<file path="config.mk">
export PLATFORM = sky130hd
export DESIGN_NAME = dc_motor_pwm_ctrl
export DESIGN_NICKNAME = d
export VERILOG_FILES = /design/src/rtl/dc_motor_pwm_ctrl.sv
export SDC_FILE = /design/constraint.sdc
export NUM_CORES = 1
export LEC_CHECK = 0
export BUFFER_PORTS_ARGS = -buffer_cell sky130_fd_sc_hd__buf_4
export CELL_PAD_IN_SITES_DETAIL_PLACEMENT = 1
export CELL_PAD_IN_SITES_GLOBAL_PLACEMENT = 2
export CORE_ASPECT_RATIO = 0.75
export CORE_MARGIN = 8
export CORE_UTILIZATION = 38
export CTS_BUF_LIST = sky130_fd_sc_hd__clkbuf_4 sky130_fd_sc_hd__clkbuf_8 sky130_fd_sc_hd__clkbuf_16
export CTS_CLUSTER_SIZE = 30
export DETAILED_ROUTE_END_ITERATION = 8
export GPL_TIMING_DRIVEN = 0
export PLACE_DENSITY = 0.87
export SLEW_MARGIN = 20
export SYNTH_ARGS = -nofsm -noshare
export SYNTH_HDL_FRONTEND = slang
export SYNTH_SLANG_ARGS = --single-unit
export TNS_END_PERCENT = 50
</file>
<file path="constraint.sdc">
create_clock -name clk -period 8.4 [get_ports clk]
set_input_delay 0.42 -clock clk [delete_from_list [all_inputs] [get_ports clk]]
set_output_delay 0.42 -clock clk [all_outputs]
set_load 0.05 [all_outputs]
</file>
<file path="src/rtl/dc_motor_pwm_ctrl.sv">
// rtl/dc_motor_pwm_ctrl.sv - single-motor H-bridge PWM controller with ramping, dead time and brake
//
// Purpose: prescaled PWM carrier (period PERIOD ticks, tick = PRESCALE clks) whose duty is
// applied only at period boundaries. Direction reversal and run release ramp the duty to zero,
// then hold both bridge inputs low for DEAD_PERIODS full periods. Brake overrides everything.
//
// Ports:
//   clk, rst          system clock, asynchronous active-high reset
//   en                run request (low = ramp down, then coast)
//   dir               requested direction (0 = forward on in_a, 1 = reverse on in_b)
//   brake             immediate brake (in_a = in_b = 1)
//   duty_set[CNT_W]   target duty in counter ticks, clamped to PERIOD
//   in_a, in_b        registered H-bridge inputs
//   duty_cur[CNT_W]   duty currently applied
//   busy              state is not IDLE
//
// Optional feature macro: SOFT_START_EN
//   defined   - duty moves by at most RAMP_STEP per period boundary
//   undefined - duty jumps straight to its goal at each boundary
module dc_motor_pwm_ctrl #(
  parameter int CNT_W        = 12,
  parameter int PRESCALE     = 256,
  parameter int PERIOD       = 2000,
  parameter int RAMP_STEP    = 16,
  parameter int DEAD_PERIODS = 4
) (
  input  logic             clk,
  input  logic             rst,
  input  logic             en,
  input  logic             dir,
  input  logic             brake,
  input  logic [CNT_W-1:0] duty_set,
  output logic             in_a,
  output logic             in_b,
  output logic [CNT_W-1:0] duty_cur,
  output logic             busy
);

  localparam int PSC_W  = (PRESCALE > 1) ? $clog2(PRESCALE) : 1;
  localparam int DEAD_W = $clog2(DEAD_PERIODS + 1) + 1;
`ifdef SOFT_START_EN
  localparam int STEP_MAX = RAMP_STEP;
`else
  // A step at least one full period wide always lands on the goal in one boundary.
  localparam int STEP_MAX = (RAMP_STEP > PERIOD) ? RAMP_STEP : PERIOD;
`endif

  localparam logic [2:0] S_IDLE    = 3'd0;
  localparam logic [2:0] S_RUN     = 3'd1;
  localparam logic [2:0] S_RAMP_DN = 3'd2;
  localparam logic [2:0] S_DEAD    = 3'd3;
  localparam logic [2:0] S_BRAKE   = 3'd4;

  logic [PSC_W-1:0]  presc_q, presc_d;
  logic [CNT_W-1:0]  pc_q, pc_d;
  logic [CNT_W-1:0]  duty_q, duty_d;
  logic [2:0]        state_q, state_d;
  logic              dir_cur_q, dir_cur_d;
  logic [DEAD_W-1:0] dead_q, dead_d;
  logic              in_a_q, in_a_d;
  logic              in_b_q, in_b_d;

  logic              tick;
  logic              boundary;
  logic              pwm;
  logic              run_req;
  logic [CNT_W-1:0]  target;
  logic [CNT_W-1:0]  stepped;

  // Move cur toward goal by at most STEP_MAX without overshooting.
  function automatic logic [CNT_W-1:0] ramp_to(input logic [CNT_W-1:0] cur,
                                               input logic [CNT_W-1:0] goal);
    logic [CNT_W-1:0] diff;
    if (goal >= cur) begin
      diff    = goal - cur;
      ramp_to = (32'(diff) > STEP_MAX) ? cur + CNT_W'(STEP_MAX) : goal;
    end else begin
      diff    = cur - goal;
      ramp_to = (32'(diff) > STEP_MAX) ? cur - CNT_W'(STEP_MAX) : goal;
    end
  endfunction

  always_comb begin
    tick     = (presc_q == PSC_W'(PRESCALE - 1));
    boundary = tick && (pc_q == CNT_W'(PERIOD - 1));
    presc_d  = tick ? '0 : presc_q + 1'b1;
    pc_d     = pc_q;
    if (tick) begin
      pc_d = boundary ? '0 : pc_q + 1'b1;
    end

    target  = (duty_set > CNT_W'(PERIOD)) ? CNT_W'(PERIOD) : duty_set;
    // Keep running only while the request matches the direction being driven.
    run_req = en && (dir == dir_cur_q);
    stepped = ramp_to(duty_q, run_req ? target : '0);

    state_d   = state_q;
    duty_d    = duty_q;
    dir_cur_d = dir_cur_q;
    dead_d    = dead_q;

    if (brake) begin
      state_d = S_BRAKE;
      duty_d  = '0;
    end else begin
      case (state_q)
        S_IDLE: begin
          if (en) begin
            state_d   = S_RUN;
            dir_cur_d = dir;
          end
        end
        S_RUN, S_RAMP_DN: begin
          state_d = run_req ? S_RUN : S_RAMP_DN;
          if (boundary) begin
            duty_d = stepped;
            if (!run_req && (stepped == '0)) begin
              state_d = S_DEAD;
              // Entered on a boundary: the period now starting is the first full dead period.
              dead_d  = DEAD_W'(1);
            end
          end
        end
        S_DEAD: begin
          if (boundary) begin
            if (dead_q == DEAD_W'(DEAD_PERIODS)) begin
              if (en) begin
                state_d   = S_RUN;
                dir_cur_d = dir;
                duty_d    = ramp_to('0, target);
              end else begin
                state_d = S_IDLE;
              end
            end else begin
              dead_d = dead_q + 1'b1;
            end
          end
        end
        S_BRAKE: begin
          state_d = S_DEAD;
          // Released mid-period: the partial period does not count toward dead time.
          dead_d  = boundary ? DEAD_W'(1) : '0;
        end
        default: begin
          state_d = S_IDLE;
          duty_d  = '0;
        end
      endcase
    end

    // Drive mode follows the next state so brake lands on the very next clk;
    // the pwm level comes from the registered counter and duty.
    pwm    = (pc_q < duty_q);
    in_a_d = 1'b0;
    in_b_d = 1'b0;
    case (state_d)
      S_RUN, S_RAMP_DN: begin
        if (dir_cur_d) begin
          in_b_d = pwm;
        end else begin
          in_a_d = pwm;
        end
      end
      S_BRAKE: begin
        in_a_d = 1'b1;
        in_b_d = 1'b1;
      end
      default: begin
        in_a_d = 1'b0;
        in_b_d = 1'b0;
      end
    endcase
  end

  always_ff @(posedge clk or posedge rst) begin
    if (rst) begin
      presc_q   <= '0;
      pc_q      <= '0;
      duty_q    <= '0;
      state_q   <= S_IDLE;
      dir_cur_q <= 1'b0;
      dead_q    <= '0;
      in_a_q    <= 1'b0;
      in_b_q    <= 1'b0;
    end else begin
      presc_q   <= presc_d;
      pc_q      <= pc_d;
      duty_q    <= duty_d;
      state_q   <= state_d;
      dir_cur_q <= dir_cur_d;
      dead_q    <= dead_d;
      in_a_q    <= in_a_d;
      in_b_q    <= in_b_d;
    end
  end

  assign in_a     = in_a_q;
  assign in_b     = in_b_q;
  assign duty_cur = duty_q;
  assign busy     = (state_q != S_IDLE);

endmodule

</file>
==> impl_metrics.ini <==
[run_status]
status = completed

[synth]
seq_area_frac_synth_pct = 24.17
synth.avg_cell_area_um2 = 7.834
synth_cell_type_count = 72
syn-cell-area_um2 = 4348
syn_inst = 555
ys_ff_latch = 42
synth_edf_count = 0
synth_nets = 613
ys.flop_type = dfrtp_1
async_flop_share_pct = 100.0
ys_warn_count = 0

[sta]
tightest_slew_ns = 0.8153
fin_crit_sh_pct = 75.85
finalHoldViolCount = 0
drv_slew = 0
setup_violations = 0
max_freq_mhz = 157.0
layout_min_cycle_time_ns = 6.371
rsz0062_at_grt = no
finClkSkew_ns = 0.01096
slew_headroom_pct = 44.24
setup_tns_ns = 0

[detailed_routing]
dr_wl_met2_um = 6304
vias = 4384
drt-pass1-iter-count = 5
vias_per_cell = 5.965
antenna_left = 0
postRouteWirelength_um = 14920
met3WireLength_um = 758
drc = 0
wl_per_cell_um = 20.30
drt-initial-drc-count = 319
wl_met1_um = 7734
routed.top_layer = met4

[worst_hold_path]
min_path_type = primary input to asynchronous set/reset pin

[global_route]
track_usage_pct = 19.88
grt_overflow = 0
grt_start_max_net_pins = 28
grt_pass1_wl_um = 24090
grt_pass1_vias = 4408
antenna_found_initial = 0

[setup_path]
cp_data_arrival_time_ns = 6.54
crit_fanout = 8
cpPeakStageDelay_ns = 0.69
critPathCaptureType = flip-flop
reg2reg_depth = 17
rr_endpoint = in_b$_DFF_PP0_
reg2reg_setup_slack_ns = 2.57
critPathKind = primary input to flip-flop
crit_chain = buf_4 > or3_4 > or4b_2 > a21o_1 > o21ai_0 > inv_1 > ha_1 > and3_1 > o21ai_0 > a21oi_1 > o22ai_1 > a31oi_1 > nor3_1 > a22oi_1 > o211ai_1 > nor4_1 > a31oi_1 > xnor2_1 > o31ai_1
slowest_stage = a31oi_1
cp-start-kind = primary input
r2r-start = dir_cur_q$_DFF_PP0_
cp-endpoint = in_b$_DFF_PP0_
critPathRequiredTime_ns = 8.57
crit_start = duty_set[0]

[cells_and_area]
regArea_um2 = 1051
num-nets-final = 652
multiInputGateArea_um2 = 3088
fin_cells = 735
fill_cells = 1356
layout_commonest_cell = nor2_1
area_growth_pct = 13.99
most-common-layout-cells = 51 x nor2_1, 46 x nand2_1, 42 x dfrtp_1
drive_gt1_share_pct = 12.44
antenna_cells = 0

[pwr]
pwr-share-comb_pct = 49.0
leakagePower_nw = 2.196
p_per_area_nw_per_um2 = 174.4
p_int_w = 0.0004984
p_clk_share_pct = 26.3
ir_worst_vdd_uv = 75.27
finalPower_w = 0.0008642
switchingPower_w = 0.0003658
sw_frac_of_total_pct = 42.33
pwr-share-seq_pct = 24.7

[placement]
dp.cells = 727
hpwl_um = 11940
gp_congestion = 0.9388
portBuffers = 31

[cts]
cts_resized = 0
cts_tree = yes
clk_latency_ns = 0.30
clk_pin_slew_worst_paths_ns = 0.07
cts_setup_buffers = 0
clkSinkCount = 42
ctsHoldBuffers = 0
cts_made_buffers = 5
root_buffer = clkbuf_16
cts_max_level = 2
cts.path.max_buffers = 2

[die]
die_area_um2 = 15160
fp.coreArea_um2 = 11020
die_h_um = 108.6
start_util_pct = 39.44
num_rows = 33
io_pins = 32
die_x_um = 139.5

[job]
max_cap_violations = 0
==> sequential cells by signal, indices dropped and copies added (netlist names) <==
register and flops:
dead_q 4, dir_cur_q 1, duty_cur 12, in_a 1, in_b 1, pc_q 12
presc_q 8, state_q 3
==> worst max-delay path, delay by kind of cell <==
kind	cells	cell delay, ns
AOI/OAI and AO/OA	10	3.22
and+or+nand+nor	5	1.89
adders and majority gates	1	0.40
xor gates and xnor gates	1	0.33
buffers and inverters	2	0.27
==> stage by stage <==
step	cell area (um^2)	setup WS, ns	util (%)	hold WS, ns
after floorplan	4348	3.220	-	0.4461
after global routing	4956	1.799	44.96	0.1279
after global placement	4756	2.051	43.14	0.4617
final	4956	2.029	44.96	0.09738
after detailed placement	4776	1.950	43.32	0.4226
after CTS	4945	2.210	44.85	0.1112
==> routing by layer <==
metal	up-vias	GRT usage (%)
li1	2118	-
met1	2152	28.85
met2	102	29.78
met3	12	4.147
met4	0	4.059
met5	-	0
==> power groups by stage <==
stage          Sequential, W  Combinational (W)  Clock, W
3_3_place_gp        0.000217           0.000399         0
5_1_grt             0.000214           0.000460  0.000242
3_5_place_dp        0.000217           0.000411         0
2_1_floorplan       0.000218           0.000293         0
4_1_cts             0.000213           0.000414  0.000230
6_report            0.000213           0.000423  0.000228
==> worst min path at each step <==
stage               slack, ns  depth (start not counted)                    end
floorplan                0.45                          1   presc_q[4]$_DFF_PP0_
global placement         0.46                          1   presc_q[4]$_DFF_PP0_
detailed placement       0.42                          2         in_b$_DFF_PP0_
CTS                      0.11                          2  dead_q[0]$_DFFE_PP0P_
global route             0.13                          2  dead_q[0]$_DFFE_PP0P_
finish                    0.1                          2  dead_q[0]$_DFFE_PP0P_
==> cell families after synthesis <==
| kind of cell | Yosys count | share of synthesized area, % |
|---|---|---|
| flip-flops | 42 | 24.17 |
| other | 1 | 0.08625 |
| AND/OR/NAND/NOR | 213 | 25.15 |
| multiplexers | 7 | 1.727 |
| adder cells (fa/ha/maj) | 41 | 11.97 |
| buffers and inverters | 56 | 5.065 |
| AO/OA/AOI/OAI | 163 | 25.38 |
| XOR/XNOR | 32 | 6.446 |
==> cells in the mapped netlist (3+ instances only) <==
cell	instances	area, um^2
or2_2	5	31.28
mux2i_1	3	30.03
nor2b_1	7	43.79
inv_1	38	142.6
a2111oi_0	3	26.28
mux2_2	4	45.04
nand4_1	9	56.30
a21oi_1	39	195.2
nor3_1	17	85.08
a31oi_1	5	31.28
a22o_1	4	35.03
o22ai_1	3	18.77
dfrtp_1	42	1051
clkbuf_1	12	45.04
o211ai_1	6	45.04
xnor2_1	23	201.4
and2_1	5	31.28
nand2_1	46	172.7
a21o_1	10	75.07
nand3b_1	3	22.52
o211a_1	3	30.03
a211oi_1	8	60.06
o21ai_0	35	175.2
or3_1	5	31.28
a22oi_1	4	30.03
and3_1	4	25.02
buf_2	5	25.02
nor4_1	8	50.05
o21a_1	4	30.03
nand2b_1	7	43.79
ha_1	40	500.5
xor2_1	9	78.83
nand3_1	31	155.2
a21boi_0	3	22.52
nor2_1	51	191.4
o31ai_1	4	30.03
==> final cells by class <==
cell class	count	area share, %
multi-input combinational	457	62.31
sequential	42	21.21
timing repair buffer	32	5.100
tap	140	3.534
inverter	38	2.878
clock buffer	5	2.525
buffer	18	1.565
clock inverter	3	0.8836
(Power assumes the default switching activity.)
